`config.mk`:
```
export PLATFORM = sky130hd
export DESIGN_NAME = universal_shift_register
export DESIGN_NICKNAME = d
export VERILOG_FILES = /design/src/rtl/universal_shift_register.sv
export SDC_FILE = /design/constraint.sdc
export NUM_CORES = 1
export LEC_CHECK = 0
export CAP_MARGIN = 25
export CORE_MARGIN = 2
export CORE_UTILIZATION = 45
export CTS_CLUSTER_SIZE = 14
export DETAILED_ROUTE_END_ITERATION = 8
export DONT_BUFFER_PORTS = 1
export PLACE_DENSITY_LB_ADDON = 0.12
export SYNTH_ARGS = -nofsm -noshare
export SYNTH_HDL_FRONTEND = slang
export SYNTH_SLANG_ARGS = --single-unit
export TNS_END_PERCENT = 50
```
`constraint.sdc`:
```
create_clock -name clk_i -period 2.4 [get_ports clk_i]
set_clock_uncertainty 0.15 [all_clocks]
set_input_delay 0.24 -clock clk_i [delete_from_list [all_inputs] [get_ports clk_i]]
set_output_delay 0.24 -clock clk_i [all_outputs]
set_load 0.02 [all_outputs]
```
`src/rtl/universal_shift_register.sv`:
```
// Parameterised LANE-wide shift register with logical/rotate/arithmetic modes,
// parallel load, serial out and a counted burst engine (start/busy/done).
module universal_shift_register #(
  parameter int WIDTH = 8,
  parameter int LANE  = 1,
  parameter int CW    = $clog2(WIDTH) + 1
) (
  input  logic             clk_i,
  input  logic             rstn_i,
  input  logic             en_i,
  input  logic [2:0]       mode_i,
  input  logic             load_i,
  input  logic [WIDTH-1:0] load_data_i,
  input  logic             start_i,
  input  logic [CW-1:0]    count_i,
  input  logic [LANE-1:0]  ser_i,
  output logic [LANE-1:0]  ser_o,
  output logic [WIDTH-1:0] data_o,
  output logic             busy_o,
  output logic             done_o
);

  typedef enum logic [1:0] {
    ST_IDLE = 2'b00,
    ST_BUSY = 2'b01,
    ST_DONE = 2'b10
  } state_t;

  localparam logic [2:0]    MODE_LSL  = 3'b000;
  localparam logic [2:0]    MODE_LSR  = 3'b001;
  localparam logic [2:0]    MODE_ROL  = 3'b010;
  localparam logic [2:0]    MODE_ROR  = 3'b011;
  localparam logic [2:0]    MODE_ASR  = 3'b100;
  localparam logic [2:0]    MODE_HOLD = 3'b101;
  localparam logic [CW-1:0] CNT_ZERO  = {CW{1'b0}};
  localparam logic [CW-1:0] CNT_ONE   = {{(CW-1){1'b0}}, 1'b1};

  state_t           state_r, state_n;
  logic [WIDTH-1:0] data_r, data_n;
  logic [CW-1:0]    cnt_r, cnt_n;
  logic [2:0]       mode_r, mode_n;
  logic             busy_r, done_r;
  logic [2:0]       eff_mode_s;
  logic [LANE-1:0]  ser_s;

  function automatic logic [WIDTH-1:0] shift_step(
    input logic [WIDTH-1:0] r,
    input logic [2:0]       m,
    input logic [LANE-1:0]  s
  );
    case (m)
      MODE_LSL: return {r[WIDTH-LANE-1:0], s};
      MODE_LSR: return {s, r[WIDTH-1:LANE]};
      MODE_ROL: return {r[WIDTH-LANE-1:0], r[WIDTH-1:WIDTH-LANE]};
      MODE_ROR: return {r[LANE-1:0], r[WIDTH-1:LANE]};
      MODE_ASR: return {{LANE{r[WIDTH-1]}}, r[WIDTH-1:LANE]};
      default:  return r;
    endcase
  endfunction

  // A running burst uses the mode captured at start; otherwise mode_i drives.
  assign eff_mode_s = (state_r == ST_BUSY) ? mode_r : mode_i;

  // Lane that would leave the register on a step in the effective mode.
  always_comb begin
    ser_s = {LANE{1'b0}};
    case (eff_mode_s)
      MODE_LSL, MODE_ROL:           ser_s = data_r[WIDTH-1:WIDTH-LANE];
      MODE_LSR, MODE_ROR, MODE_ASR: ser_s = data_r[LANE-1:0];
      default:                      ser_s = {LANE{1'b0}};
    endcase
  end

  // Next-state logic: load always wins, then start (IDLE only), then stepping.
  always_comb begin
    state_n = state_r;
    data_n  = data_r;
    cnt_n   = cnt_r;
    mode_n  = mode_r;
    case (state_r)
      ST_IDLE: begin
        if (load_i) begin
          data_n = load_data_i;
        end else if (start_i) begin
          if (count_i != CNT_ZERO) begin
            mode_n  = mode_i;
            cnt_n   = count_i;
            state_n = ST_BUSY;
          end else begin
            state_n = ST_DONE;
          end
        end else if (en_i) begin
          data_n = shift_step(data_r, mode_i, ser_i);
        end else begin
          data_n = data_r;
        end
      end
      ST_BUSY: begin
        if (load_i) begin
          data_n  = load_data_i;
          cnt_n   = CNT_ZERO;
          state_n = ST_IDLE;
        end else if (en_i) begin
          data_n = shift_step(data_r, mode_r, ser_i);
          cnt_n  = cnt_r - CNT_ONE;
          if (cnt_r == CNT_ONE) begin
            state_n = ST_DONE;
          end else begin
            state_n = ST_BUSY;
          end
        end else begin
          state_n = ST_BUSY;
        end
      end
      ST_DONE: begin
        state_n = ST_IDLE;
        if (load_i) begin
          data_n = load_data_i;
        end else begin
          data_n = data_r;
        end
      end
      default: begin
        state_n = ST_IDLE;
      end
    endcase
  end

  // State, data and the busy/done decodes, all registered together.
  always_ff @(posedge clk_i or negedge rstn_i) begin
    if (!rstn_i) begin
      state_r <= ST_IDLE;
      data_r  <= {WIDTH{1'b0}};
      cnt_r   <= CNT_ZERO;
      mode_r  <= MODE_HOLD;
      busy_r  <= 1'b0;
      done_r  <= 1'b0;
    end else begin
      state_r <= state_n;
      data_r  <= data_n;
      cnt_r   <= cnt_n;
      mode_r  <= mode_n;
      busy_r  <= (state_n == ST_BUSY);
      done_r  <= (state_n == ST_DONE);
    end
  end

  assign ser_o  = ser_s;
  assign data_o = data_r;
  assign busy_o = busy_r;
  assign done_o = done_r;

endmodule

```
==> results of run 1 <==
## critical path: cells and delay by family, from the launching register on
kind                     cells  cell delay (ps)
AO/OA/AOI/OAI                1              310
adder cells (fa/ha/maj)      1              310
buffers and inverters        1              100
flip-flops                   1              430
multiplexers                 1              290
AND/OR/NAND/NOR              3              460
## synthesized netlist by cell type (2+ instances only)
cell type,number,share of area
sky130_fd_sc_hd__nor2b_1,7,0.026
sky130_fd_sc_hd__nor3_1,3,0.0087
sky130_fd_sc_hd__nor2_1,12,0.026
sky130_fd_sc_hd__o311ai_0,2,0.010
sky130_fd_sc_hd__a211oi_1,4,0.017
sky130_fd_sc_hd__o211ai_1,6,0.026
sky130_fd_sc_hd__a211o_1,2,0.010
sky130_fd_sc_hd__clkbuf_1,2,0.0044
sky130_fd_sc_hd__nand2_1,16,0.035
sky130_fd_sc_hd__o41ai_1,2,0.010
sky130_fd_sc_hd__o21bai_1,2,0.0087
sky130_fd_sc_hd__a22o_1,3,0.015
sky130_fd_sc_hd__inv_1,8,0.017
sky130_fd_sc_hd__a21o_1,3,0.013
sky130_fd_sc_hd__a22oi_1,2,0.0087
sky130_fd_sc_hd__buf_2,8,0.023
sky130_fd_sc_hd__o21ai_0,16,0.047
sky130_fd_sc_hd__and3b_1,2,0.010
sky130_fd_sc_hd__ha_1,6,0.044
sky130_fd_sc_hd__dfstp_2,2,0.031
sky130_fd_sc_hd__a31oi_1,2,0.0073
sky130_fd_sc_hd__nor3b_1,2,0.0087
sky130_fd_sc_hd__dfrtp_1,17,0.25
sky130_fd_sc_hd__o31ai_1,2,0.0087
sky130_fd_sc_hd__a21oi_1,14,0.041
sky130_fd_sc_hd__nand2b_1,7,0.026
sky130_fd_sc_hd__a32oi_1,2,0.010
sky130_fd_sc_hd__mux2_2,13,0.085
sky130_fd_sc_hd__mux2i_1,11,0.064
## stage by stage
step	util	power (mW)	cells
after floorplan	-	1.75	199
after global placement	0.474	1.97	238
after detailed placement	0.474	2.01	238
after CTS	0.498	2.26	246
after global routing	0.498	2.46	246
final	0.498	2.26	246
## layout make-up
class	instances	area [um^2]
fill	361	1840
multi-input combinational	162	1160
sequential	19	478
tap	48	60.1
timing repair buffer	5	47.5
clock buffer	4	45.0
inverter	8	30.0
## worst max path at each step
stage | start | to | slack (ps) | cells after the start
floorplan | state_r[0]$_DFF_PN0_ | data_o[3]$_DFFE_PN0P_ | 480 | 8
global placement | state_r[1]$_DFF_PN0_ | data_o[2]$_DFFE_PN0P_ | 300 | 7
detailed placement | state_r[1]$_DFF_PN0_ | data_o[7]$_DFFE_PN0P_ | 230 | 7
CTS | state_r[1]$_DFF_PN0_ | ser_o | 150 | 7
global route | state_r[1]$_DFF_PN0_ | ser_o | 90 | 7
finish | state_r[0]$_DFF_PN0_ | data_o[6]$_DFFE_PN0P_ | 240 | 7
## report_power, final
| part | switching (mW) | internal [mW] | leakage, nW | total (mW) |
|---|---|---|---|---|
| clock | 0.110 | 0.118 | 0.0228 | 0.228 |
| sequential | 0.380 | 0.474 | 0.235 | 0.854 |
| combinational | 0.612 | 0.567 | 0.495 | 1.18 |
## per-layer routing
layer,vias up,share of wire,global-route usage
li1,749,-,-
met5,-,0,0
met1,769,0.46,0.315
met4,0,0.010,0.0599
met3,5,0.070,0.0582
met2,48,0.46,0.355
## logic make-up after synthesis
logic type / count (synthesis) / share of synthesized area
mux: 24 / 0.149
flops: 19 / 0.278
simple gates: 62 / 0.200
buf+inv: 18 / 0.0452
fa+ha+maj: 6 / 0.0437
compound gates: 70 / 0.284
## registers in the layout, summed over array words and instances, names as in the netlist
signal   cells
mode_r       3
busy_o       1
cnt_r        4
done_o       1
data_o       8
state_r      2
## repair_timing
action                     CTS  global route
setup endpoints to repair    0             2
gates resized for setup      0             1
hold endpoints to repair    22             0
hold buffers                 4             0
buffers inserted             0             0
==> summary.md, run 1 <==
| Metric | Value |
|---|---|
| Top-Level Pins | `32` |
| WL per Instance | `18.5 um` |
| Count of yosys warnings during synthesis | `0` |
| Via count of the first global-routing pass | `1,470` |
| Starting Density | `0.469` |
| Placement Rows | `22` |
| Total via count in the routed design | `1,571` |
| Die ar. | `4330 um^2` |
| Flop-to-flop setup slack | `240 ps` |
| Leakage power total | `0.754 nW` |
| Startpoint of the tightest hold check path | `count_i[2]` |
| Series of cell instances along the critical path | `inv_1 -> ha_1 -> nand2_1 -> or2_0 -> a31oi_2 -> nor2_4 -> mux2_2` |
| Area added between synthesis and finish | `6.27%` |
| Wire length of the first global-routing pass | `7470 um` |
| Async set-reset flop share out of synthesis | `1.00` |
| GR Util All Layers | `0.229` |
| Worst Setup Slack, final | `238 ps` |
| Worst EP required | `2400 ps` |
| Commonest non-fill, non-tap cells in the layout | `17 x sky130_fd_sc_hd__dfrtp_1, 16 x sky130_fd_sc_hd__nand2_1, 16 x sky130_fd_sc_hd__o21ai_0` |
| Count of endpoints failing setup in the final report | `0` |
| Number of inserted diodes | `0` |
| Total nets after synthesis | `226` |
| Number of synthesized register bits | `19` |
| CP max FO | `7` |
| Worst min-delay path endpoint | `cnt_r[2]$_DFFE_PN0P_` |
| Number of DRC violations after detailed-routing iteration 0 | `97` |
| Critical-path cell with the highest stage delay | `sky130_fd_sc_hd__dfrtp_1` |
| Number of detailed-route iterations in the first pass | `4` |
| Total Negative Setup Slacks | `0 ps` |
| Die height | `65.8 um` |
| Number of library cell types mapped by synthesis | `50` |
| Maximum resistive drop on vdd | `0.000619 V` |
| DIE WIDTH | `65.8 um` |
| CP Class | `register to register` |
| Delay of the slowest critical-path stage | `430 ps` |
| Final instance area | `1820 um^2` |
| Count of port buffers added during placement | `0` |
| Post-layout min period | `2160 ps` |
| Grt total ovfl | `0` |
| Clock tree from TritonCTS | `done` |
| Achievable Freq | `0.463 GHz` |
| Initial antenna violation count | `0` |
| Critical path data arrival time | `2160 ps` |
| Maximum count of clock buffers along a single path | `2` |
| TritonCTS Buffers | `3` |
| Final hold violation count | `0` |
| Final weighted congestion in routability-driven placement | `0.845` |
| Path type of the worst min-delay path | `input port to register` |
| Total count of max-transition violations in the final report | `0` |
| CTS H-Tree Depth | `1` |
| Total of max-cap violations | `0` |
| Clk_lat worst skew | `260 ps` |
| Syn Inst Count | `199` |
| Clock slew at reported path FFs | `80 ps` |
| Most common cell after layout, fill and taps aside | `sky130_fd_sc_hd__dfrtp_1` |
| Post-detail-place hpwl | `3310 um` |
| Mean area per synthesized cell | `8.63 um^2` |
| Result of the run | `finished, final reports clean` |
| Total number of nets in the final design | `226` |
| Area inside the core boundary | `3660 um^2` |
| Number of sinks driven by the clock tree | `19` |
| Sort of element at the end of the critical path | `register` |
| Period Utilization, post-route | `0.901` |
| Dominant register cell in the synthesized netlist | `sky130_fd_sc_hd__dfrtp_1` |
| Root cell of the clock tree | `sky130_fd_sc_hd__clkbuf_8` |
| Sequential area share after synthesis | `0.278` |
| Worst slew pin tran | `922 ps` |
| RSZ-0062 raised after global routing | `false` |
| Maximum number of pins on one net before global-route repair | `20` |
| Share of layout cells above drive strength 1 | `0.162` |
| Pwr dens | `1240 nW/um^2` |
| Post-Place Worst Slack | `234 ps` |
| Post-synth design cell area | `1720 um^2` |
| Sort of element at the start of the critical path | `register` |
| Worst Reg-to-Reg Cells | `7` |
| Post-synth EDFFs | `0` |
| # DRC | `0` |
| Capture instance of the worst register-to-register path | `data_o[6]$_DFFE_PN0P_` |
| Number of nets with antenna violations after detailed routing | `0` |
| Cell count of the worst hold path | `2` |
| Per-cell via count in the routed design | `6.39` |
| Final wirelength | `4560 um` |
| Launch instance of the worst register-to-register path | `state_r[0]$_DFF_PN0_` |
| Worst slack on hold paths | `54.9 ps` |
| Max transition margin | `0.383` |
| Instance area at placement | `1740 um^2` |
Note: power is estimated with default switching activity, not from simulation.
==> inputs of run 2 (changes only) <==
--- a/config.mk
+++ b/config.mk
@@ -6,11 +6,11 @@
 export NUM_CORES = 1
 export LEC_CHECK = 0
 export CAP_MARGIN = 25
-export CORE_MARGIN = 2
 export CORE_UTILIZATION = 45
 export CTS_CLUSTER_SIZE = 14
 export DETAILED_ROUTE_END_ITERATION = 8
 export DONT_BUFFER_PORTS = 1
+export MAX_ROUTING_LAYER = met4
 export PLACE_DENSITY_LB_ADDON = 0.12
 export SYNTH_ARGS = -nofsm -noshare
 export SYNTH_HDL_FRONTEND = slang
==> run 2 against run 1 <==
Hold slack improved by 5.9 ps. Setup slack got worse by 69 ps. Largest power group unchanged. Combinational power about the same. First-iteration DRC count increased by 2.1%. Largest cell class unchanged. Critical path depth unchanged. Register-to-register slack got worse by 70 ps. Flip-flop and latch count unchanged. Routed wire length decreased by 3.8%. Sequential share of layout area about the same. Fmax decreased by 3.1%. Count of clock-buffer cells in the layout unchanged. Cell area decreased by 0.14%.
==> summary.md, run 2 (synthesis gave the netlist of run 1 again) <==
| Metric | Value |
|---|---|
| Result of the run | `finished, final reports clean` |
| Top-Level Pins | `32` |
| Maximum count of clock buffers along a single path | `2` |
| Post-layout min period | `2230 ps` |
| Post-CTS Resized | `0` |
| Fraction of met3 tracks used by global routing | `0.0750` |
| Critical Path Source | `state_r[1]$_DFF_PN0_` |
| Clock tree from TritonCTS | `done` |
| CP Class | `register to register` |
| GR Util All Layers | `0.244` |
| Initial antenna violation count | `0` |
| Maximum resistive drop on vdd | `0.000619 V` |
| Pwr dens | `1240 nW/um^2` |
| # DRC | `0` |
| RSZ-0062 raised after global routing | `false` |
| Placement Rows | `22` |
| Maximum number of pins on one net before global-route repair | `20` |
| Via count of the first global-routing pass | `1,456` |
| Area added between synthesis and finish | `6.12%` |
| Total number of nets in the final design | `226` |
| Commonest non-fill, non-tap cells in the layout | `17 x sky130_fd_sc_hd__dfrtp_1, 16 x sky130_fd_sc_hd__nand2_1, 16 x sky130_fd_sc_hd__o21ai_0` |
| Number of DRC violations after detailed-routing iteration 0 | `99` |
| Worst EP required | `2400 ps` |
| Wire length of the first global-routing pass | `7360 um` |
| Worst slew pin tran | `903 ps` |
| Area inside the core boundary | `3660 um^2` |
| Critical path data arrival time | `2240 ps` |
| Launch instance of the worst register-to-register path | `state_r[1]$_DFF_PN0_` |
| Met2 Usage GRT | `0.346` |
| Total Negative Setup Slacks | `0 ps` |
| Number of sinks driven by the clock tree | `19` |
| WL per Instance | `17.8 um` |
| Number of inserted diodes | `0` |
| Grt met1 use | `0.314` |
| Achievable Freq | `0.448 GHz` |
| Clock slew at reported path FFs | `80 ps` |
| Post-detail-place hpwl | `3100 um` |
| Starting Density | `0.469` |
| Max FFs per register | `8` |
| Number of nets with antenna violations after detailed routing | `0` |
| Clk_lat worst skew | `270 ps` |
| Number of detailed-route iterations in the first pass | `4` |
| Max transition margin | `0.396` |
| Sort of element at the start of the critical path | `register` |
| Root cell of the clock tree | `sky130_fd_sc_hd__clkbuf_8` |
| Die ar. | `4070 um^2` |
| TritonCTS Buffers | `3` |
| Number of cells after detailed placement | `238` |
| Most crowded layer after global routing | `met2` |
| Number of setup buffers added after CTS | `0` |
| Path type of the worst min-delay path | `input port to register` |
| Share of layout cells above drive strength 1 | `0.157` |
| Number of buffers added to fix hold violations after cts | `4` |
| Sort of element at the end of the critical path | `register` |
| Per-cell via count in the routed design | `6.37` |
| DIE WIDTH | `63.8 um` |
| Final weighted congestion in routability-driven placement | `0.879` |
| Most common cell after layout, fill and taps aside | `sky130_fd_sc_hd__dfrtp_1` |
| CTS H-Tree Depth | `1` |
| Final hold violation count | `0` |
| Post-layout power | `2.26 mW` |
| Count of endpoints failing setup in the final report | `0` |
| Total of max-cap violations | `0` |
| Total count of max-transition violations in the final report | `0` |
| Count of port buffers added during placement | `0` |
| Final wirelength | `4390 um` |
| Die height | `63.8 um` |
| Leakage power total | `0.755 nW` |
| Startpoint of the tightest hold check path | `count_i[1]` |
| Total via count in the routed design | `1,568` |
| CP max FO | `13` |
| Grt total ovfl | `0` |
| Non-filler instance count after layout | `246` |
| Period Utilization, post-route | `0.930` |
run 2: stage by stage:
step / instance area (um^2) / hold slack [ps] / setup WS (ps) / utilization
after floorplan: 1720 / -206 / 482 / -
after global placement: 1740 / -205 / 310 / 0.474
after detailed placement: 1740 / -205 / 225 / 0.474
after CTS: 1820 / 64.1 / 183 / 0.498
after global routing: 1820 / 70.2 / 7.49 / 0.498
final: 1820 / 60.8 / 169 / 0.498
run 2: metal layers:
layer,routed length (um),part of all wire,up-vias
met5,0,0,-
met3,313,0.071,8
met4,88,0.020,0
met1,2030,0.46,763
met2,1950,0.45,60
li1,-,-,737
run 2: worst paths after layout:
kind,endpoint,slack [ps],cells past startpoint
max,data_o[7]$_DFFE_PN0P_,170,7
min,cnt_r[1]$_DFFE_PN0P_,60,2
max in group asynchronous,data_o[3]$_DFFE_PN0P_,1150,1
min in group asynchronous,done_o$_DFF_PN0_,390,1
max reg2reg,data_o[7]$_DFFE_PN0P_,170,7
min reg2reg,cnt_r[1]$_DFFE_PN0P_,400,2
run 2: critical path, stage by stage, from the launching register on:
cell	delay [ps]
sky130_fd_sc_hd__dfrtp_1	420
sky130_fd_sc_hd__inv_1	90
sky130_fd_sc_hd__ha_1	400
sky130_fd_sc_hd__nand2b_1	220
sky130_fd_sc_hd__a21oi_1	180
sky130_fd_sc_hd__o211ai_1	110
sky130_fd_sc_hd__and3_1	180
sky130_fd_sc_hd__o41ai_1	350
run 2: area by class of cell:
class	instances	area [um^2]
tap	48	60.1
multi-input combinational	162	1160
clock buffer	4	45.0
timing repair buffer	5	47.5
fill	339	1840
sequential	19	478
inverter	8	30.0
run 2: where the power goes:
part | internal [mW] | switching [mW]
registers | 0.474 | 0.377
logic | 0.564 | 0.607
clock network | 0.119 | 0.116
total | 1.16 | 1.10
